### src/rtl/snake_game_master_fsm.sv
// ---------------------------------------------------------------------------
// snake_game_master_fsm
//
// This is the master sequencer for the snake game. It steps through IDLE,
// PLAY, PAUSE, WIN and LOSE. The inputs that drive it are the push-buttons
// (edge-detected here), the score, the body-collision flag and an internal
// play-time countdown that advances on TICK.
//
// Ports
//   CLK, RESET              clock and synchronous active-high reset
//   BTNU/BTND/BTNL/BTNR     direction buttons (debounced levels)
//   BTNC                    centre button: pause / resume / restart
//   Score [SCORE_W]         current score, unsigned
//   Body_hit                head-hits-body flag, level
//   TICK                    one-cycle time-base strobe
//   Play_State [3]          IDLE=0 PLAY=1 WIN=2 LOSE=3 PAUSE=4 (registered)
//   Time_Left [TIME_W]      remaining play time (registered)
//   Start_Dir [2]           U=0 D=1 L=2 R=3 of the starting press (registered)
//   Game_Over               one-cycle pulse on entry to WIN or LOSE (registered)
// ---------------------------------------------------------------------------
module snake_game_master_fsm #(
  parameter int SCORE_W   = 4,
  parameter int WIN_SCORE = 3,
  parameter int TIME_W    = 8,
  parameter int PLAY_TIME = 60
) (
  input  logic               CLK,
  input  logic               RESET,
  input  logic               BTNU,
  input  logic               BTND,
  input  logic               BTNL,
  input  logic               BTNR,
  input  logic               BTNC,
  input  logic [SCORE_W-1:0] Score,
  input  logic               Body_hit,
  input  logic               TICK,
  output logic [2:0]         Play_State,
  output logic [TIME_W-1:0]  Time_Left,
  output logic [1:0]         Start_Dir,
  output logic               Game_Over
);

  localparam logic [2:0] ST_IDLE  = 3'd0;
  localparam logic [2:0] ST_PLAY  = 3'd1;
  localparam logic [2:0] ST_WIN   = 3'd2;
  localparam logic [2:0] ST_LOSE  = 3'd3;
  localparam logic [2:0] ST_PAUSE = 3'd4;

  localparam logic [TIME_W-1:0]  TIME_LOAD = TIME_W'(PLAY_TIME);
  localparam logic [SCORE_W-1:0] WIN_LIMIT = SCORE_W'(WIN_SCORE);

  // Button vector: 0=U 1=D 2=L 3=R 4=C
  logic [4:0] btn;
  logic [4:0] btn_prev_reg;
  logic [4:0] btn_edge;

  assign btn = {BTNC, BTNR, BTNL, BTND, BTNU};

  // The previous-value registers reset to 1. A button held through reset
  // therefore needs a release and a fresh press before it counts as an edge.
  generate
    for (genvar gi = 0; gi < 5; gi++) begin : g_btn_edge
      always_ff @(posedge CLK) begin
        if (RESET) begin
          btn_prev_reg[gi] <= 1'b1;
        end else begin
          btn_prev_reg[gi] <= btn[gi];
        end
      end
      assign btn_edge[gi] = btn[gi] & ~btn_prev_reg[gi];
    end
  endgenerate

  logic [3:0] dir_edge;
  logic       c_edge;
  logic       win_cond;
  logic       timeout_cond;

  assign dir_edge = btn_edge[3:0];
  assign c_edge   = btn_edge[4];

  logic [2:0]        state_reg, state_next;
  logic [TIME_W-1:0] time_reg, time_next;
  logic [1:0]        dir_reg, dir_next;
  logic              game_over_reg, game_over_next;

  assign win_cond     = (Score >= WIN_LIMIT);
  assign timeout_cond = TICK && (time_reg == TIME_W'(1));

  // State and output registers
  always_ff @(posedge CLK) begin
    if (RESET) begin
      state_reg     <= ST_IDLE;
      time_reg      <= TIME_LOAD;
      dir_reg       <= 2'd0;
      game_over_reg <= 1'b0;
    end else begin
      state_reg     <= state_next;
      time_reg      <= time_next;
      dir_reg       <= dir_next;
      game_over_reg <= game_over_next;
    end
  end

  // Next-state logic
  always_comb begin
    state_next = state_reg;
    case (state_reg)
      ST_IDLE: begin
        if (|dir_edge) state_next = ST_PLAY;
      end
      ST_PLAY: begin
        // Priority: win, body hit, timeout, pause
        if (win_cond)          state_next = ST_WIN;
        else if (Body_hit)     state_next = ST_LOSE;
        else if (timeout_cond) state_next = ST_LOSE;
        else if (c_edge)       state_next = ST_PAUSE;
      end
      ST_PAUSE: begin
        if (c_edge) state_next = ST_PLAY;
      end
      ST_WIN, ST_LOSE: begin
        if (c_edge) state_next = ST_IDLE;
      end
      default: state_next = ST_IDLE;
    endcase
  end

  // Next values of the registered outputs
  always_comb begin
    time_next      = time_reg;
    dir_next       = dir_reg;
    game_over_next = 1'b0;
    case (state_reg)
      ST_IDLE: begin
        time_next = TIME_LOAD;
        if (dir_edge[0])      dir_next = 2'd0;
        else if (dir_edge[1]) dir_next = 2'd1;
        else if (dir_edge[2]) dir_next = 2'd2;
        else if (dir_edge[3]) dir_next = 2'd3;
      end
      ST_PLAY: begin
        // A tick that coincides with a win or a body hit is not consumed.
        // The non-zero guard keeps the counter from wrapping.
        if (!win_cond && !Body_hit && TICK && (time_reg != '0)) begin
          time_next = time_reg - TIME_W'(1);
        end
        game_over_next = (state_next == ST_WIN) || (state_next == ST_LOSE);
      end
      ST_PAUSE: begin
        time_next = time_reg;
      end
      ST_WIN, ST_LOSE: begin
        if (c_edge) time_next = TIME_LOAD;
      end
      default: begin
        // Recovery from an illegal code: outputs take their IDLE values.
        time_next = TIME_LOAD;
        dir_next  = 2'd0;
      end
    endcase
  end

  assign Play_State = state_reg;
  assign Time_Left  = time_reg;
  assign Start_Dir  = dir_reg;
  assign Game_Over  = game_over_reg;

endmodule

### config.mk
export PLATFORM = sky130hd
export DESIGN_NAME = snake_game_master_fsm
export DESIGN_NICKNAME = d
export VERILOG_FILES = /design/src/rtl/snake_game_master_fsm.sv
export SDC_FILE = /design/constraint.sdc
export NUM_CORES = 1
export LEC_CHECK = 0
export BUFFER_PORTS_ARGS = -buffer_cell sky130_fd_sc_hd__buf_2
export CAP_MARGIN = 30
export CELL_PAD_IN_SITES_DETAIL_PLACEMENT = 1
export CELL_PAD_IN_SITES_GLOBAL_PLACEMENT = 1
export CORE_ASPECT_RATIO = 1.5
export CORE_MARGIN = 2
export CORE_UTILIZATION = 34
export DETAILED_ROUTE_END_ITERATION = 8
export PLACE_DENSITY_LB_ADDON = 0.05
export SLEW_MARGIN = 20
export SYNTH_ARGS = -nofsm -noshare
export SYNTH_HDL_FRONTEND = slang
export SYNTH_SLANG_ARGS = --single-unit
### constraint.sdc
create_clock -name CLK -period 2.3 [get_ports CLK]
set_clock_uncertainty 0.2 [all_clocks]
set_input_delay 0.46 -clock CLK [delete_from_list [all_inputs] [get_ports CLK]]
set_output_delay 0.46 -clock CLK [all_outputs]
set_load 0.01 [all_outputs]
==> impl_metrics.json <==
{
  "slowest_stage": "or4_4",
  "synth-simple-area-share_pct": 29.2,
  "synthCells": 121,
  "ys_top_cells_by_area": "dfxtp_1 35%, buf_6 4.2%, ha_1 3.5%",
  "drive_gt1_share_pct": 34.8,
  "rrSetupSlack_ps": 110,
  "cp_max_fo": 7,
  "core_area_um2": 3100,
  "r2r_cells": 4,
  "worstPathRequired_ps": 2260,
  "place_congestion": 0.761,
  "grtUsageTotal_pct": 19.4,
  "critPathLaunchType": "register",
  "cts.sinks": 19,
  "die_area_um2": 3660,
  "syn_to_final_growth_pct": 22.0,
  "synth_fp_nets": 137,
  "grt_pass1_vias": 1094,
  "placed_cell_area_um2": 1270,
  "max_slew.worst_pin.slew_ps": 630,
  "max_cap_violations": 0,
  "final-max-slew-violation-count": 0,
  "status": "complete, no violations",
  "clk_latency_ps": 260,
  "cts-htree-levels": 1,
  "diodes": 0,
  "whs_path_depth": 2,
  "place_ws_ps": 131,
  "antenna_found_initial": 0,
  "vias_per_cell": 5.45,
  "fmax_ghz": 0.457,
  "synthAdderAreaFrac_pct": 3.47,
  "slowest_delay_ps": 560,
  "min-delay-start": "BTND",
  "routed_wl_um": 3180,
  "cts_setup_buffers": 0,
  "rr_startpoint": "Time_Left[2]$_SDFFE_PP1P_",
  "cts_tree": "yes",
  "finalHoldViolCount": 0,
  "hold_path.class": "in -> reg",
  "fillers": 375,
  "seq_area_frac_synth_pct": 35.1,
  "largest_register_ff_count": 8,
  "power_density_nw_per_um2": 567,
  "fin_ws_ps": 112,
  "synth_xor_area_share_pct": 0,
  "synth_top_family_by_area": "simple AND/OR/NAND/NOR gates",
  "p_leak_nw": 0.545,
  "grt_pass1_wl_um": 5320,
  "numCtsBuffers": 3,
  "fp.dieH_um": 73.1,
  "ys.flop_type": "dfxtp_1",
  "yosysUniqueCellTypes": 46,
  "drtPass1Iterations": 4,
  "drtAntennaViolNets": 0,
  "arrival_ps": 2150,
  "hpwl_um": 2480,
  "r2r_end": "Time_Left[4]$_SDFFE_PP1P_",
  "max_slew_margin_pct": 58.0,
  "synthArstFlopShare_pct": 0,
  "crit_buf_inv": 0,
  "worst-setup-path-type": "reg -> reg",
  "drt-initial-drc-count": 5,
  "hold_ws_ps": 193,
  "synth_compound_gate_area_share_pct": 24.9,
  "tns_ps": 0,
  "nets": 172,
  "ys_warn_count": 0,
  "clockBufferDepth": 2,
  "fin_crit_sh_pct": 95.1,
  "critPathTopFamily": "compound AO/OA/AOI/OAI gates",
  "rows": 25,
  "clk_pin_slew_ps": 80,
  "grt_max_degree": 12,
  "overflow": 0,
  "holdPathEnd": "btn_prev_reg[1]$_SDFF_PP1_",
  "routedWlPerCell_um": 16.3,
  "chipWidth_um": 50.1,
  "synth_seq_cells": 19,
  "cp-end-kind": "register",
  "synth.largest_area_cell": "dfxtp_1",
  "synth_top_area_share_pct": 35.1,
  "cts-root-buf": "clkbuf_8",
  "finalSetupViolCount": 0,
  "synth_area_um2": 1080,
  "vias": 1063,
  "yosysMostFrequentCell": "dfxtp_1",
  "fin_crit_ps": 2190,
  "remaining_drc_errors": 0,
  "cts_resized": 0,
  "num_io_pins": 27,
  "port_buffers": 26,
  "initial_core_util_pct": 34.9,
  "avgSynthCellArea_um2": 8.94,
  "final_cell_area_um2": 1320,
  "peakVddDrop_mv": 0.325,
  "rsz0062_at_grt": "no",
  "postCtsHoldBufs": 0,
  "synth_common_cells": "19 x dfxtp_1, 9 x nor2_1, 6 x a21oi_1, 6 x nand3_1, 6 x or2_2",
  "path_cells": "or4_4, o311a_1, a311o_1, a31o_1",
  "synth_edf_count": 0,
  "synth_mux_area_share_pct": 0
}
-- cells in the final DEF, fill, tap and decap left out, drive strengths merged, types with 4 or more instances in the layout --
cell type  count
inv            4
or2            6
dfxtp         19
nor2b          5
nor2           9
a21oi          6
buf           36
nand4          4
nand3          6
nand2b         5
nor3           4
-- power breakdown --
part	internal, W	switching, W	leakage, nW
clock network	0.000121	0.000116	0.0255
registers	0.000347	0.0000159	0.156
logic	0.0000655	0.0000832	0.364
total	0.000533	0.000215	0.545
-- through the flow --
stage / power, W / utilization (%) / instances
6_report: 0.000749 / 42.6 / 195
5_1_grt: 0.000790 / 42.6 / 195
4_1_cts: 0.000762 / 42.6 / 195
3_5_place_dp: 0.000521 / 41.1 / 191
3_3_place_gp: 0.000517 / 41.1 / 191
2_1_floorplan: 0.000466 / - / 121
-- final cells by class --
class                           count  area (um2)  share of cell area, %
Clock buffer                        3        41.3                   3.13
Clock inverter                      1        5.00                  0.379
Inverter                            4        15.0                   1.14
Multi-Input combinational cell     92         623                   47.2
Sequential cell                    19         380                   28.8
Tap cell                           40        50.0                   3.79
Timing Repair Buffer               36         205                   15.5
-- metal layers --
metal / vias to the layer above / track usage [%] / wire length (um)
li1: 524 / - / -
met1: 515 / 19.8 / 1180
met2: 15 / 37.0 / 1840
met3: 9 / 2.46 / 62
met4: 0 / 10.8 / 104
met5: - / 0 / 0
-- cell families (layout without fill, tap and decap cells) --
kind of cell               after synthesis  after routing
adders and majority gates                3              3
DFF                                     19             19
buffers and inverters                   10             44
and+or+nand+nor                         53             53
AOI/OAI and AO/OA                       36             36
-- worst max-delay path by stage --
stage / start / end / slack [ps] / cells after the start
detailed placement: Time_Left[2]$_SDFFE_PP1P_ / Time_Left[4]$_SDFFE_PP1P_ / 130 / 4
global route: Time_Left[0]$_SDFFE_PP0P_ / Time_Left[6]$_SDFFE_PP0P_ / 10 / 6
global placement: Time_Left[2]$_SDFFE_PP1P_ / Time_Left[4]$_SDFFE_PP1P_ / 150 / 4
finish: Time_Left[2]$_SDFFE_PP1P_ / Time_Left[4]$_SDFFE_PP1P_ / 110 / 4
floorplan: Time_Left[2]$_SDFFE_PP1P_ / Time_Left[4]$_SDFFE_PP1P_ / 100 / 5
CTS: Time_Left[2]$_SDFFE_PP1P_ / Time_Left[4]$_SDFFE_PP1P_ / 120 / 4
-- worst reg2reg max path, cell delays in order, from the launching register on --
cell and delay, ps:
dfxtp_1 320, or4_4 560, o311a_1 450, a311o_1 390
a31o_1 180
Power figures use the tool's default switching activity.
